**config.mk**
```make
export PLATFORM = sky130hd
export DESIGN_NAME = otter_iobus_timer
export DESIGN_NICKNAME = d
export VERILOG_FILES = /design/src/rtl/otter_io_pkg.sv /design/src/rtl/io_sync2.sv /design/src/rtl/otter_iobus_timer.sv
export SDC_FILE = /design/constraint.sdc
export NUM_CORES = 1
export LEC_CHECK = 0
export CAP_MARGIN = 40
export CORE_UTILIZATION = 40
export CTS_CLUSTER_SIZE = 24
export DETAILED_ROUTE_END_ITERATION = 10
export GPL_ROUTABILITY_DRIVEN = 1
export PLACE_DENSITY = 0.66
export SYNTH_ARGS = -nofsm -noshare
export SYNTH_HDL_FRONTEND = slang
export SYNTH_SLANG_ARGS = --single-unit
```
**constraint.sdc**
```tcl
create_clock -name CLK -period 2.1 [get_ports CLK]
set_input_delay 0.315 -clock CLK [delete_from_list [all_inputs] [get_ports CLK]]
set_output_delay 0.315 -clock CLK [all_outputs]
set_load 0.01 [all_outputs]
```
**src/rtl/otter_io_pkg.sv**
```systemverilog
// Shared definitions for the OTTER IOBUS timer/LED/switch responder:
// register offsets, CTRL bit positions and the timer state encoding.
package otter_io_pkg;

    localparam logic [7:0] OFF_CTRL   = 8'h00;
    localparam logic [7:0] OFF_LOAD   = 8'h04;
    localparam logic [7:0] OFF_COUNT  = 8'h08;
    localparam logic [7:0] OFF_STATUS = 8'h0C;
    localparam logic [7:0] OFF_LEDS   = 8'h10;
    localparam logic [7:0] OFF_SW     = 8'h14;

    localparam int CTRL_EN   = 0;
    localparam int CTRL_AUTO = 1;
    localparam int CTRL_IRQ  = 2;

    typedef enum logic [1:0] {
        IDLE = 2'd0,
        RUN  = 2'd1,
        DONE = 2'd2
    } timer_state_t;

endpackage

```
**src/rtl/io_sync2.sv**
```systemverilog
// Two-flop synchroniser for asynchronous board inputs; both stages clear on reset.
module io_sync2 #(
    parameter int W = 16
) (
    input  logic         CLK,
    input  logic         RESET_N,
    input  logic [W-1:0] i_d,
    output logic [W-1:0] o_q
);

    logic [W-1:0] r_meta;
    logic [W-1:0] r_sync;

    always_ff @(posedge CLK or negedge RESET_N) begin
        if (!RESET_N) begin
            r_meta <= '0;
            r_sync <= '0;
        end else begin
            r_meta <= i_d;
            r_sync <= r_meta;
        end
    end

    assign o_q = r_sync;

endmodule

```
**src/rtl/otter_iobus_timer.sv**
```systemverilog
// IOBUS responder: prescaled countdown timer driving INTR, an LED register
// and synchronised switches, all in one 256-byte window at BASE_ADDR.
module otter_iobus_timer
    import otter_io_pkg::*;
#(
    parameter logic [31:0] BASE_ADDR = 32'h1100_0000,
    parameter int          PRESCALE  = 100,
    parameter int          LED_W     = 16,
    parameter int          SW_W      = 16
) (
    input  logic             CLK,
    input  logic             RESET_N,
    input  logic [31:0]      IOBUS_ADDR,
    input  logic [31:0]      IOBUS_OUT,
    input  logic             IOBUS_WR,
    output logic [31:0]      IOBUS_IN,
    input  logic [SW_W-1:0]  SWITCHES,
    output logic [LED_W-1:0] LEDS,
    output logic             INTR
);

    localparam logic [15:0] PRE_MAX = 16'(PRESCALE - 1);

    logic [2:0]       r_ctrl;
    logic [31:0]      r_load;
    logic [31:0]      r_count;
    logic             r_status;
    logic [LED_W-1:0] r_leds;
    logic             r_intr;
    logic [15:0]      r_presc;
    timer_state_t     r_state;
    timer_state_t     w_next;

    logic             w_hit;
    logic [7:0]       w_off;
    logic             w_we;
    logic             w_wr_ctrl, w_wr_load, w_wr_status, w_wr_leds;
    logic             w_stop;
    logic             w_run;
    logic             w_tick;
    logic             w_step;
    logic             w_expire;
    logic [SW_W-1:0]  w_sw;
    logic [31:0]      w_rdata;
    logic             w_unused;

    assign w_hit    = (IOBUS_ADDR[31:8] == BASE_ADDR[31:8]);
    assign w_off    = {IOBUS_ADDR[7:2], 2'b00};
    assign w_unused = ^IOBUS_ADDR[1:0];
    assign w_we     = IOBUS_WR & w_hit;

    assign w_wr_ctrl   = w_we & (w_off == OFF_CTRL);
    assign w_wr_load   = w_we & (w_off == OFF_LOAD);
    assign w_wr_status = w_we & (w_off == OFF_STATUS);
    assign w_wr_leds   = w_we & (w_off == OFF_LEDS);
    assign w_stop      = w_wr_ctrl & ~IOBUS_OUT[CTRL_EN];

    // A LOAD write or a disable on the tick cycle suppresses all timer action.
    assign w_tick   = w_run & (r_presc == PRE_MAX);
    assign w_step   = w_tick & ~w_wr_load & ~w_stop;
    assign w_expire = w_step & (r_count == '0);

    always_ff @(posedge CLK or negedge RESET_N) begin
        if (!RESET_N) r_state <= IDLE;
        else          r_state <= w_next;
    end

    always_comb begin
        w_next = r_state;
        case (r_state)
            IDLE:    if (r_ctrl[CTRL_EN]) w_next = RUN;
            RUN:     if (w_expire && !r_ctrl[CTRL_AUTO]) w_next = DONE;
            DONE:    if (w_wr_load && r_ctrl[CTRL_EN]) w_next = RUN;
            default: w_next = IDLE;
        endcase
        if (w_stop) w_next = IDLE;
    end

    always_comb begin
        w_run = (r_state == RUN);
    end

    always_ff @(posedge CLK or negedge RESET_N) begin
        if (!RESET_N) begin
            r_presc <= '0;
        end else if (!w_run || w_wr_load || w_stop || w_tick) begin
            r_presc <= '0;
        end else begin
            r_presc <= r_presc + 16'd1;
        end
    end

    always_ff @(posedge CLK or negedge RESET_N) begin
        if (!RESET_N) begin
            r_ctrl   <= '0;
            r_load   <= '0;
            r_count  <= '0;
            r_status <= 1'b0;
            r_leds   <= '0;
            r_intr   <= 1'b0;
        end else begin
            if (w_wr_ctrl) r_ctrl <= IOBUS_OUT[2:0];
            if (w_wr_leds) r_leds <= IOBUS_OUT[LED_W-1:0];

            if (w_wr_load) begin
                r_load  <= IOBUS_OUT;
                r_count <= IOBUS_OUT;
            end else if (w_step) begin
                if (r_count != '0)          r_count <= r_count - 32'd1;
                else if (r_ctrl[CTRL_AUTO]) r_count <= r_load;
            end

            if (w_expire)                         r_status <= 1'b1;
            else if (w_wr_status && IOBUS_OUT[0]) r_status <= 1'b0;

            r_intr <= r_status & r_ctrl[CTRL_IRQ];
        end
    end

    io_sync2 #(.W(SW_W)) u_sw_sync (
        .CLK     (CLK),
        .RESET_N (RESET_N),
        .i_d     (SWITCHES),
        .o_q     (w_sw)
    );

    always_comb begin
        w_rdata = '0;
        if (w_hit) begin
            case (w_off)
                OFF_CTRL:   w_rdata = {29'd0, r_ctrl};
                OFF_LOAD:   w_rdata = r_load;
                OFF_COUNT:  w_rdata = r_count;
                OFF_STATUS: w_rdata = {31'd0, r_status};
                OFF_LEDS:   w_rdata = 32'(r_leds);
                OFF_SW:     w_rdata = 32'(w_sw);
                default:    w_rdata = '0;
            endcase
        end
    end

    assign IOBUS_IN = w_rdata;
    assign LEDS     = r_leds;
    assign INTR     = r_intr;

endmodule

```
==> qor.txt <==
DIE
--------------------------------------------------------------------------------------------------
Initial Util ........................................................................        41.1%
Number of placement rows ............................................................           48
Horizontal die dimension ............................................................       136 um
Core region area ....................................................................   17400 um^2
Die Footprint .......................................................................   18400 um^2
I/O pin count .......................................................................          132
Die height ..........................................................................       136 um

SYNTH
--------------------------------------------------------------------------------------------------
Cell area after synthesis ...........................................................    7140 um^2
Synth warnings ......................................................................            0
Post-synth cell types ...............................................................           75
Post-synth EDFFs ....................................................................            0
Share of synthesized area occupied by flip-flops and latches ........................        47.3%
FFs w/ async S/R, synth .............................................................         100%
Average cell area after synthesis ...................................................    9.49 um^2
Flops & latches, synth ..............................................................          135
Cell count after synthesis ..........................................................          752
Top FF cell, synth ..................................................................      dfrtp_1
Nets in the synthesized netlist .....................................................          838

WORST SETUP PATH
--------------------------------------------------------------------------------------------------
Critical path start-end classification ..............................................       in2out
Required time at the endpoint of the critical path ..................................      1.78 ns
Crit path max fanout ................................................................            5
Slowest Stage Delay on Critical Path ................................................      0.52 ns
Number of logic stages on the critical path including buffering .....................           10
Top delay family on crit path ....................................................... simple AND/OR/NAND/NOR gates
Cell type of the slowest stage on the worst timing path .............................        or4_4
Sequence of cells on the critical path .............................................. buf_6 -> or4_4 -> or2_4 -> nor2_4 -> nand2_4 -> buf_12 -> buf_12 -> buf_16 -> nor2_1 -> buf_2
CP arrival ..........................................................................      2.07 ns
Count of buffer and inverter cells on the critical path .............................            5
Path depth of the worst reg2reg path ................................................            8
Most numerous cell on the critical path .............................................       buf_12
Startpoint types ....................................................................   input port
Critical path capture point type ....................................................   output pin

FINISH
--------------------------------------------------------------------------------------------------
Nets ................................................................................         1128
Cell Count, Final, Fillers Out ......................................................         1280
Diode insertion count for antenna repair ............................................            0
Fraction of final layout cells sized beyond drive strength 1 ........................        36.9%
Final core occ ......................................................................        65.0%
Most used cells in the layout excluding fill and tap cells .......................... 135 x dfrtp_1, 131 x buf_4, 122 x nand2_1
Layout overhead on the synthesized area .............................................        58.1%
Most common library cell in the layout ignoring fill and taps .......................      dfrtp_1

POWER AND IR DROP
--------------------------------------------------------------------------------------------------
Lkg Pwr .............................................................................      5.29 nW
Worst IR Drop VDD ...................................................................     0.497 mV
Areal power density over the cells ..................................................  515 nW/um^2

CLOCK NETWORK
--------------------------------------------------------------------------------------------------
CTS buffer count ....................................................................           17
Clock latency reported for the late side of the worst-skew pair .....................      0.43 ns
H-tree depth reported by CTS ........................................................            4
Clock tree from TritonCTS ...........................................................        built
Buffer depth of the longest clock path ..............................................            2
Cell at the root of the clock tree ..................................................    clkbuf_16
Number of clock sinks seen by CTS ...................................................          135
Clock transition time at the flip-flop clock pins of the worst setup and hold paths .      0.06 ns

GLOBAL ROUTE
--------------------------------------------------------------------------------------------------
Leftover overflow at the end of global routing ......................................            0
GRT Overall Usage ...................................................................        27.9%
Global-route wire length before repair ..............................................     38500 um
Pin count of the biggest net entering global routing ................................           60
Number of global-route vias before repair ...........................................         7174
Number of antenna violations at the first check in global routing ...................            0

DETAILED ROUTING
--------------------------------------------------------------------------------------------------
Top layer in use ....................................................................         met4
Met2 wire length ....................................................................     12100 um
DRC viols ...........................................................................            0
Number of vias per cell after detailed routing ......................................         5.69
Vias ................................................................................         7278
Met3 wire length ....................................................................      1700 um
WL per Instance .....................................................................      19.4 um
Iteration-0 DRC count of the detailed router ........................................          621
Detailed-routing iteration count for the pre-antenna-repair pass ....................            5
Sum of routed wire segments on met1 .................................................     10300 um
Number of antenna-violating nets in the routed design ...............................            0
Detailed Route WL ...................................................................     24900 um

TIMING
--------------------------------------------------------------------------------------------------
Min cycle time layout ...............................................................      2.38 ns
Crit share post-route ...............................................................         113%
Setup repair after global routing missed its margin .................................          yes
Number of pins exceeding their max-slew limit in the final report ...................            0
Final WS setup ......................................................................    -0.280 ns
Hold Vio Cnt, Final .................................................................            0
Relative slew margins ...............................................................        63.8%
Layout Skew .........................................................................   0.00944 ns
Setup TNS Final .....................................................................     -7.39 ns
Worst Max-Slew Pin Slew .............................................................     0.542 ns
Final-report setup violation count ..................................................           61
Fmax ................................................................................      420 MHz

PLACEMENT
--------------------------------------------------------------------------------------------------
Placed cell count ...................................................................         1210
Number of buffers added on ports ....................................................          129
Gpl congestion ......................................................................        0.874
HPWL after detailed placement .......................................................     16000 um

RUN STATUS
--------------------------------------------------------------------------------------------------
Status .............................................................................. finished, violations left
Failing checks ...................................................................... setup timing

FLOW RUN
--------------------------------------------------------------------------------------------------
Max-Cap Viols .......................................................................            0

HOLD PATH
--------------------------------------------------------------------------------------------------
Worst hold path depth ...............................................................            1
Class of the most critical hold timing path .........................................       in2reg

==> timing repair <==
action	4_1_cts	5_1_grt
cloned	9	1
resized for setup	289	104
endpoints found under the hold margin	56	0
pin swaps	60	43
endpoints found under the setup margin	111	70
hold buffers	1	0
buffers inserted	23	13
==> worst register-to-register path: stages, from the launching register on <==
cell	delay [ns]
dfrtp_1	0.38
or4_4	0.57
and2b_4	0.34
buf_6	0.11
nand4_1	0.15
a31oi_2	0.21
buf_6	0.18
nor2b_1	0.15
a21oi_1	0.05
==> per-layer routing <==
layer / vias up / GRT usage, %
li1: 3345 / -
met1: 3574 / 35.3
met2: 310 / 45.4
met3: 49 / 6.73
met4: 0 / 11.6
met5: - / 0
==> flip-flops by register name, indices dropped and copies added (netlist names) <==
signal	cells
INTR	1
LEDS	16
r_count	32
r_ctrl	3
r_load	32
r_presc	16
r_state	2
r_status	1
u_sw_sync.o_q	16
u_sw_sync.r_meta	16
==> cells by family (layout without fill, tap and decap cells) <==
logic type                 Yosys count  count (layout)  synth area share (%)
AOI/OAI and AO/OA                  159             159                  15.7
xor gates and xnor gates            27              27                  3.31
adders and majority gates            3               3                 0.526
buffers and inverters               53             353                  3.45
DFF                                135             135                  47.3
muxes                               28              28                  4.23
and+or+nand+nor                    347             350                  25.4
==> path summary, 6_finish.rpt <==
kind	startpoint	end	slack [ns]
worst min register to register	u_sw_sync.r_meta[15]	u_sw_sync.o_q[15]	0.35
min in group asynchronous	RESET_N	u_sw_sync.r_meta[9]	0.42
worst max register to register	r_count[14]	r_count[26]	-0.16
worst min-delay path	SWITCHES[2]	u_sw_sync.r_meta[2]	0.32
worst max-delay path	IOBUS_ADDR[12]	IOBUS_IN[10]	-0.28
max in group asynchronous	RESET_N	r_presc[2]	1.01
==> cells in the mapped netlist, drive strengths merged (6+ instances only) <==
cell type / instances / area share [%]
a22o: 16 / 2.0
or3: 12 / 1.1
nand2: 130 / 6.8
nand3: 24 / 1.9
nor4: 14 / 1.6
a211oi: 7 / 0.81
clkbuf: 19 / 1.0
mux2i: 11 / 1.5
mux2: 17 / 2.7
nand4: 15 / 1.6
and3: 11 / 1.0
xor2: 12 / 1.5
inv: 12 / 0.63
a222oi: 13 / 1.8
and4: 6 / 0.74
dfrtp: 135 / 47
nor3: 22 / 2.4
a22oi: 18 / 1.9
o21ai: 44 / 3.1
xnor2: 15 / 1.8
a31oi: 8 / 0.70
a21oi: 15 / 1.1
buf: 21 / 1.8
nor2: 80 / 4.2
or4: 8 / 0.95
==> area by class of cell <==
class	count	area (um^2)
Multi-Input combinational cell	567	4110
Sequential cell	135	3380
Tap cell	225	282
Timing Repair Buffer	308	2910
Inverter	13	48.8
Clock inverter	12	119
Clock buffer	20	437
Fill cell	1406	6070
==> power breakdown <==
group	total [mW]	internal, mW	switching [mW]
clock	2.85	1.64	1.21
sequential	2.64	2.63	0.00877
combinational	0.325	0.174	0.150
total	5.81	4.45	1.36
==> stage by stage <==
| stage | cell area, um^2 | total power, mW | setup WS, ns | hold slack [ns] |
|---|---|---|---|---|
| floorplan | 7150 | 2.73 | -0.0161 | 0.0194 |
| global placement | 9790 | 2.99 | -0.887 | 0.325 |
| detailed placement | 9790 | 3.00 | -0.949 | 0.320 |
| CTS | 11000 | 5.84 | -0.255 | 0.307 |
| global route | 11300 | 6.00 | -0.326 | 0.304 |
| finish | 11300 | 5.81 | -0.280 | 0.317 |
Note: power is estimated with default switching activity, not from simulation.
